--- config.mk ---
export PLATFORM = sky130hd
export DESIGN_NAME = fetch_queue_ctrl
export DESIGN_NICKNAME = d
export VERILOG_FILES = /design/src/rtl/fetch_queue_ctrl.sv
export SDC_FILE = /design/constraint.sdc
export NUM_CORES = 1
export LEC_CHECK = 0
export ABC_AREA = 1
export CAP_MARGIN = 10
export CORE_ASPECT_RATIO = 2
export CORE_UTILIZATION = 55
export DETAILED_ROUTE_END_ITERATION = 16
export PLACE_DENSITY = 0.75
export SLEW_MARGIN = 25
export SYNTH_ARGS = -nofsm -noshare
export SYNTH_HDL_FRONTEND = slang
export SYNTH_SLANG_ARGS = --single-unit
export TNS_END_PERCENT = 30
--- constraint.sdc ---
create_clock -name clk -period 6.05 [get_ports clk]
set_input_delay 1.21 -clock clk [delete_from_list [all_inputs] [get_ports clk]]
set_output_delay 1.21 -clock clk [all_outputs]
set_load 0.1 [all_outputs]
--- src/rtl/fetch_queue_ctrl.sv ---
// Fetch-packet queue between IF and the FIFO->ID register: circular buffer of
// {inst0, inst1, pc} with first-word fall-through head and valid/ready handshakes.
`ifndef INST_NOP
`define INST_NOP 32'h0340_0000
`endif
`ifndef PC_RESET
`define PC_RESET 32'h1c00_0000
`endif

module fetch_queue_ctrl #(
    parameter int DEPTH = 8,
    parameter int PTR_W = 3
) (
    input  logic             clk,
    input  logic             rstn,
    input  logic             fifo_flush,
    input  logic             fifo_stall,
    input  logic             if_valid,
    output logic             if_ready,
    input  logic [31:0]      if_inst0,
    input  logic [31:0]      if_inst1,
    input  logic [31:0]      if_pc,
    output logic             fifo_valid,
    input  logic             fifo_ready,
    output logic [31:0]      fifo_inst0,
    output logic [31:0]      fifo_inst1,
    output logic [31:0]      fifo_pc,
    output logic             fetch_buf_empty,
    output logic             fetch_buf_full,
    output logic [PTR_W:0]   fetch_buf_count
);

    localparam logic [PTR_W:0]   FULL_CNT = (PTR_W + 1)'(DEPTH);
    localparam logic [PTR_W:0]   ZERO_CNT = (PTR_W + 1)'(0);
    localparam logic [PTR_W-1:0] PTR_ONE  = PTR_W'(1);
    localparam logic [PTR_W-1:0] PTR_ZERO = PTR_W'(0);

    logic [95:0]      storage_r [DEPTH];
    logic [PTR_W-1:0] wr_ptr_r;
    logic [PTR_W-1:0] rd_ptr_r;
    logic [PTR_W:0]   count_r;
    logic             push_s;
    logic             pop_s;
    logic [95:0]      head_s;

    // Status, handshake gating and NOP-forced head decode.
    always_comb begin
        fetch_buf_count = count_r;
        fetch_buf_empty = (count_r == ZERO_CNT);
        fetch_buf_full  = (count_r == FULL_CNT);
        if_ready        = !fetch_buf_full;
        fifo_valid      = !fetch_buf_empty;
        push_s          = if_valid & if_ready & !fifo_flush;
        pop_s           = fifo_valid & fifo_ready & !fifo_stall & !fifo_flush;
        head_s          = storage_r[rd_ptr_r];
        if (fetch_buf_empty) begin
            fifo_inst0 = `INST_NOP;
            fifo_inst1 = `INST_NOP;
            fifo_pc    = `PC_RESET;
        end else begin
            fifo_inst0 = head_s[95:64];
            fifo_inst1 = head_s[63:32];
            fifo_pc    = head_s[31:0];
        end
    end

    // Packet storage; contents are don't-care until written, so no reset.
    always_ff @(posedge clk) begin
        if (push_s) begin
            storage_r[wr_ptr_r] <= {if_inst0, if_inst1, if_pc};
        end
    end

    // Pointer and occupancy update; flush wins over any same-cycle push/pop.
    always_ff @(posedge clk or negedge rstn) begin
        if (!rstn) begin
            wr_ptr_r <= PTR_ZERO;
            rd_ptr_r <= PTR_ZERO;
            count_r  <= ZERO_CNT;
        end else if (fifo_flush) begin
            wr_ptr_r <= PTR_ZERO;
            rd_ptr_r <= PTR_ZERO;
            count_r  <= ZERO_CNT;
        end else begin
            if (push_s) begin
                wr_ptr_r <= wr_ptr_r + PTR_ONE;
            end else begin
                wr_ptr_r <= wr_ptr_r;
            end
            if (pop_s) begin
                rd_ptr_r <= rd_ptr_r + PTR_ONE;
            end else begin
                rd_ptr_r <= rd_ptr_r;
            end
            case ({push_s, pop_s})
                2'b10:   count_r <= count_r + (PTR_W + 1)'(1);
                2'b01:   count_r <= count_r - (PTR_W + 1)'(1);
                default: count_r <= count_r;
            endcase
        end
    end

endmodule

---- Word-level counts from Yosys, hierarchy flattened ----
Memories as Yosys holds them, arrays and structs flattened.
Cells that the tools add are included.
word-level totals
  RAM bits ................................ 768
  input bits .............................. 102
  flip-flop bits (word level) ............. 10
  output and inout port bits .............. 104
  logic and storage cells ................. 35
  memories ................................ 1
memories
  memory     words  bits a word  read ports  clocked after memory_dff  wr ports  RTL line  source
  storage_r  8      96           1           0                         1         38        logic [95:0] storage_r [DEPTH];
cells by class
  reduce and logical (&&, ||, !) cells .... 8
  muxes and demuxes ....................... 11
  add/subtract/negate cells ............... 4
  equal/unequal tests ..................... 3
  bitwise operators ....................... 5
operators with widths
  operator                                              count
  two-way mux 32 bit                                    3
  two-way mux 3 bit                                     4
  case mux 4 bit (2 select lines)                       1
  adder 3 x 1 -> 3 bit (second input constant)          2
  AND 1 bit                                             5
  adder 4 x 1 -> 4 bit (second input constant)          1
  equality test 4 bit (second input constant)           1
  zero test 1 bit                                       4
  zero test 4 bit                                       1
  two-way mux 4 bit                                     1
  nonzero test 2 bit                                    2
  subtractor 4 x 1 -> 4 bit (second input constant)     1
  nonzero test 3 bit                                    1
  equality test 2 x 1 -> 1 bit (second input constant)  1
  equality test 2 bit (second input constant)           1
  two-way mux 1 bit                                     2

---- Depth between registers and ports, before layout ----
  word-level depth ........................ 8
  gate-level depth with buffers ........... 14
  depth with buffers taken out ............ 14

---- Least setup slack after synthesis ----
Ideal clock, no wire load.
  path kind ............................... register to register
  start point ............................. register count_r[1], in the netlist fetch_buf_count[1]
  end point ............................... memory storage_r[0][0] (enable)
  cell stages (with the launch flop) ...... 7
  buffers on the path ..................... 0
  path slack .............................. -499 ps
  arrival ................................. 5998 ps
  period minus slack after synthesis ...... 6549 ps
  required time ........................... 5499 ps
  library setup time ...................... 551 ps
  cell sequence ........................... dfrtp_1 > nor2_1 > nand2_2 > nand3_2 > inv_1 > nand2_1 > nor2_1
on the way
  cells in the longest elaborated chain, start to end .. 6
ends and longest elaborated chain
  what                                     RTL line  source
  start, declared                          41        logic [PTR_W:0] count_r;
  start signal, assigned                   96        2'b10: count_r <= count_r + (PTR_W + 1)'(1);
  start signal, assigned                   97        2'b01: count_r <= count_r - (PTR_W + 1)'(1);
  start signal, assigned                   98        default: count_r <= count_r;
  equality test 4 bit                      50        fetch_buf_full = (count_r == FULL_CNT);
  zero test 1 bit                          51        if_ready = !fetch_buf_full;
  via if_ready                             19        output logic if_ready,
  AND 1 bit (2 in series)                  53        push_s = if_valid & if_ready & !fifo_flush;
  two-way mux 1 bit                        69        if (push_s) begin
  two-way mux 1 bit (implied by the code)  70        storage_r[wr_ptr_r] <= {if_inst0, if_inst1, if_pc};
  end, declared                            38
The timed path passes the listed nets, and every way through them passes these cells.

---- Worst setup path in the final report ----
  start point ............................. register rd_ptr_r[1]
  end point ............................... output fifo_inst1[11]
on the way
  cells in the longest elaborated chain, start to end .. 2
ends and longest elaborated chain
  what                    RTL line  source
  start, declared         40        logic [PTR_W-1:0] rd_ptr_r;
  start signal, assigned  91        rd_ptr_r <= rd_ptr_r + PTR_ONE;
  start signal, assigned  93        rd_ptr_r <= rd_ptr_r;
  memory (8 x 96 bit)     n/a
  two-way mux 32 bit      56        if (fetch_buf_empty) begin
  end, declared           26        output logic [31:0] fifo_inst1,
Every way passes these cells.

==> results.toml <==
[placement]
dp_hpwl_mm = 35.6
gp_congestion = 0.800
dp_slack_ns = 1.19
portBuffers = 205

[sta]
maxSlewHeadroom = 0.277
setup_viol = 0
clock_skew_ns = 0.0200
post-route-min-period_ns = 5.51
hold_viol = 0
worst_pin_slew_ns = 1.08
setup_ws_ns = 0.538
fmax_mhz = 181
min_period_over_period = 0.911
slew_violations = 0
rsz0062_at_grt = "false"

[yosys]
ys_warn_count = 0
synth_seq_cells = 778
synth_nets = 2367
async_flop_share = 0.0129
synth_cell_types = 28
synthCells = 2261
synth_top_cell_area_share = 0.759
netlist_area_mm2 = 0.0304
synth-main-ff-cell = "edfxtp_1"
yosysMostFrequentCell = "edfxtp_1"
synth_common_cells = "edfxtp_1 (768), nor2_1 (534), o21ai_0 (345), o21ai_1 (99)"
synth_area_leader_cell = "edfxtp_1"
synth_edf_count = 768
yosysSeqAreaShare = 0.767
syn_area_per_cell_um2 = 13.4
synth_area_leaders = "edfxtp_1 (76%), nor2_1 (6.6%), o21ai_0 (5.7%), a31oi_1 (1.8%), o22ai_1 (1.8%)"

[cts]
postCtsSetupBuffers = 0
clockRootBuffer = "clkbuf_16"
cts_tree = "yes"
cts_max_level = 3
path_clk_slew_ns = 0.07
holdBufCountCts = 0
clock_tree.buffer_depth = 3
insertion_delay_ns = 0.59
cts_resized = 0
cts_inserted_buffers = 66
cts_sinks = 778

[flow_run]
maxCapViolCount = 0

[setup_path]
critPathRequiredTime_ns = 4.84
crit_type = "reg -> out"
cpPeakStageDelay_ns = 1.17
worstPathArrival_ns = 4.30
cp_common_cell = "o21ai_0"
path_cells = "inv_6 -> o21ai_0 -> o22ai_1 -> o21ai_0 -> a31oi_1 -> clkdlybuf4s50_1"
path_max_fanout = 101
cp_top_family = "buffers and inverters"
cp.buffers_inverters = 2
crit_slowest_cell = "clkdlybuf4s50_1"
critPathCaptureType = "output port"
crit_path_start_kind = "register"

[pwr]
clkPwrFrac = 0.246
p_sw_frac = 0.416
power-per-cell-area_mw_per_mm2 = 465
pwr-share-seq = 0.380
cellInternalPower_mw = 9.46
p_comb_frac = 0.374
leakage_nw = 11.5
vdd_ir_drop_max_uv = 533
power.total_mw = 16.2
net-switching-power_mw = 6.73

[global_routing]
grt_antenna_before_repair = 9
grt_max_degree = 177
grt_pass1_vias = 19100
gr-usage-met1 = 0.300
gr-usage-all-layers = 0.251
grt-ovfl-total = 0
use_met2 = 0.441
grt_pass1_wl_mm = 107
grtUsageMet3 = 0.0419
top_usage_layer = "met2"

[floorplanning]
start_util = 0.557
coreArea_mm2 = 0.0545
pin_count = 206
die_w_um = 168
die-area_mm2 = 0.0562
die_h_um = 334
floorplan.rows = 121

[layout]
drive_above_1_share = 0.0807
multiInputGateArea_mm2 = 0.00619
area_delta_synth_final_pct = 14.5
n_fill_cell = 3922
layout.nets = 2513
seq_area_mm2 = 0.0233

[route]
via_per_inst = 6.08
antenna_left = 0
post-route-drc-count = 0
drt-initial-drc-count = 1885
dr.pass1.iters = 6
num_vias = 19100
routedWlPerCell_um = 22.4
drt_wl_total_mm = 70.1

[hold_path]
min_path_type = "reg -> reg"

[status]
status = "finished, final reports clean"
## layout make-up
class | count | area share
antenna | 6 | 0.000432
clock buffer | 84 | 0.0513
clock inverter | 30 | 0.00608
inverter | 22 | 0.00288
multi-input combinational | 1302 | 0.178
sequential | 778 | 0.671
tap | 676 | 0.0243
timing repair buffer | 237 | 0.0664
## cell families after synthesis
logic type | Yosys count | synth area share
compound gates | 674 | 0.121
xor+xnor | 1 | 0.000288
fa+ha+maj | 4 | 0.00165
buf+inv | 181 | 0.0314
flops | 778 | 0.767
simple gates | 623 | 0.0782
## metal layers
layer / up-vias / wire length (um)
met5: - / 40
met1: 9426 / 26400
li1: 8658 / -
met4: 6 / 2060
met3: 133 / 5230
met2: 842 / 36400
## power groups by stage
stage	registers, mW	clock network (mW)	logic, mW
2_1_floorplan	6.30	0	4.61
3_3_place_gp	6.25	0	5.99
3_5_place_dp	6.26	0	6.07
6_report	6.15	3.99	6.05
4_1_cts	6.15	4.05	6.08
5_1_grt	6.16	4.22	6.31
## flip-flops by register name, summed over array words and instances, names as in the netlist
register	count
fetch_buf_count	4
rd_ptr_r	3
storage_r	768
wr_ptr_r	3
## layout by cell type, fill, tap and decap left out, types with 6 or more instances in the layout
cell and count:
nor2_1 526, buf_12 10, o21ai_1 99, clkdlybuf4s50_1 146, nand2_1 67, buf_4 79
o21ai_0 345, dfrtp_1 8, nor2_4 8, a221o_1 18, o22ai_1 87, clkinv_1 10
nand3_1 16, clkbuf_1 15, clkinv_2 11, edfxtp_1 768, inv_1 19, clkbuf_16 69
a21oi_1 38, diode_2 6, a31oi_1 87
## path summary, 6_finish.rpt
path	slack (ns)	to	cells past startpoint	from
min in group asynchronous	0.97	rd_ptr_r[0]$_DFFE_PN0P_	1	rstn
max in group asynchronous	4.67	rd_ptr_r[1]$_DFFE_PN0P_	1	rstn
hold reg to reg	0.56	fetch_buf_count[0]$_DFFE_PN0P_	1	fetch_buf_count[0]$_DFFE_PN0P_
setup reg to reg	3.03	fetch_buf_count[3]$_DFFE_PN0P_	14	fetch_buf_count[1]$_DFFE_PN0P_
hold / removal	0.56	fetch_buf_count[0]$_DFFE_PN0P_	1	fetch_buf_count[0]$_DFFE_PN0P_
setup / recovery	0.54	fifo_inst1[11]	6	rd_ptr_r[1]$_DFFE_PN0P_
## through the flow
stage	setup TNS, ns	std cells	hold slack [ns]	util	instance area [um2]
5_1_grt	0	3135	0.625	0.638	34800
6_report	0	3135	0.562	0.638	34800
4_1_cts	0	3129	0.573	0.638	34800
3_3_place_gp	0	3013	0.544	0.600	32700
3_5_place_dp	0	3015	0.564	0.601	32800
2_1_floorplan	-378.66	2261	0.550	-	30400
Note: power is estimated with default switching activity, not from simulation.
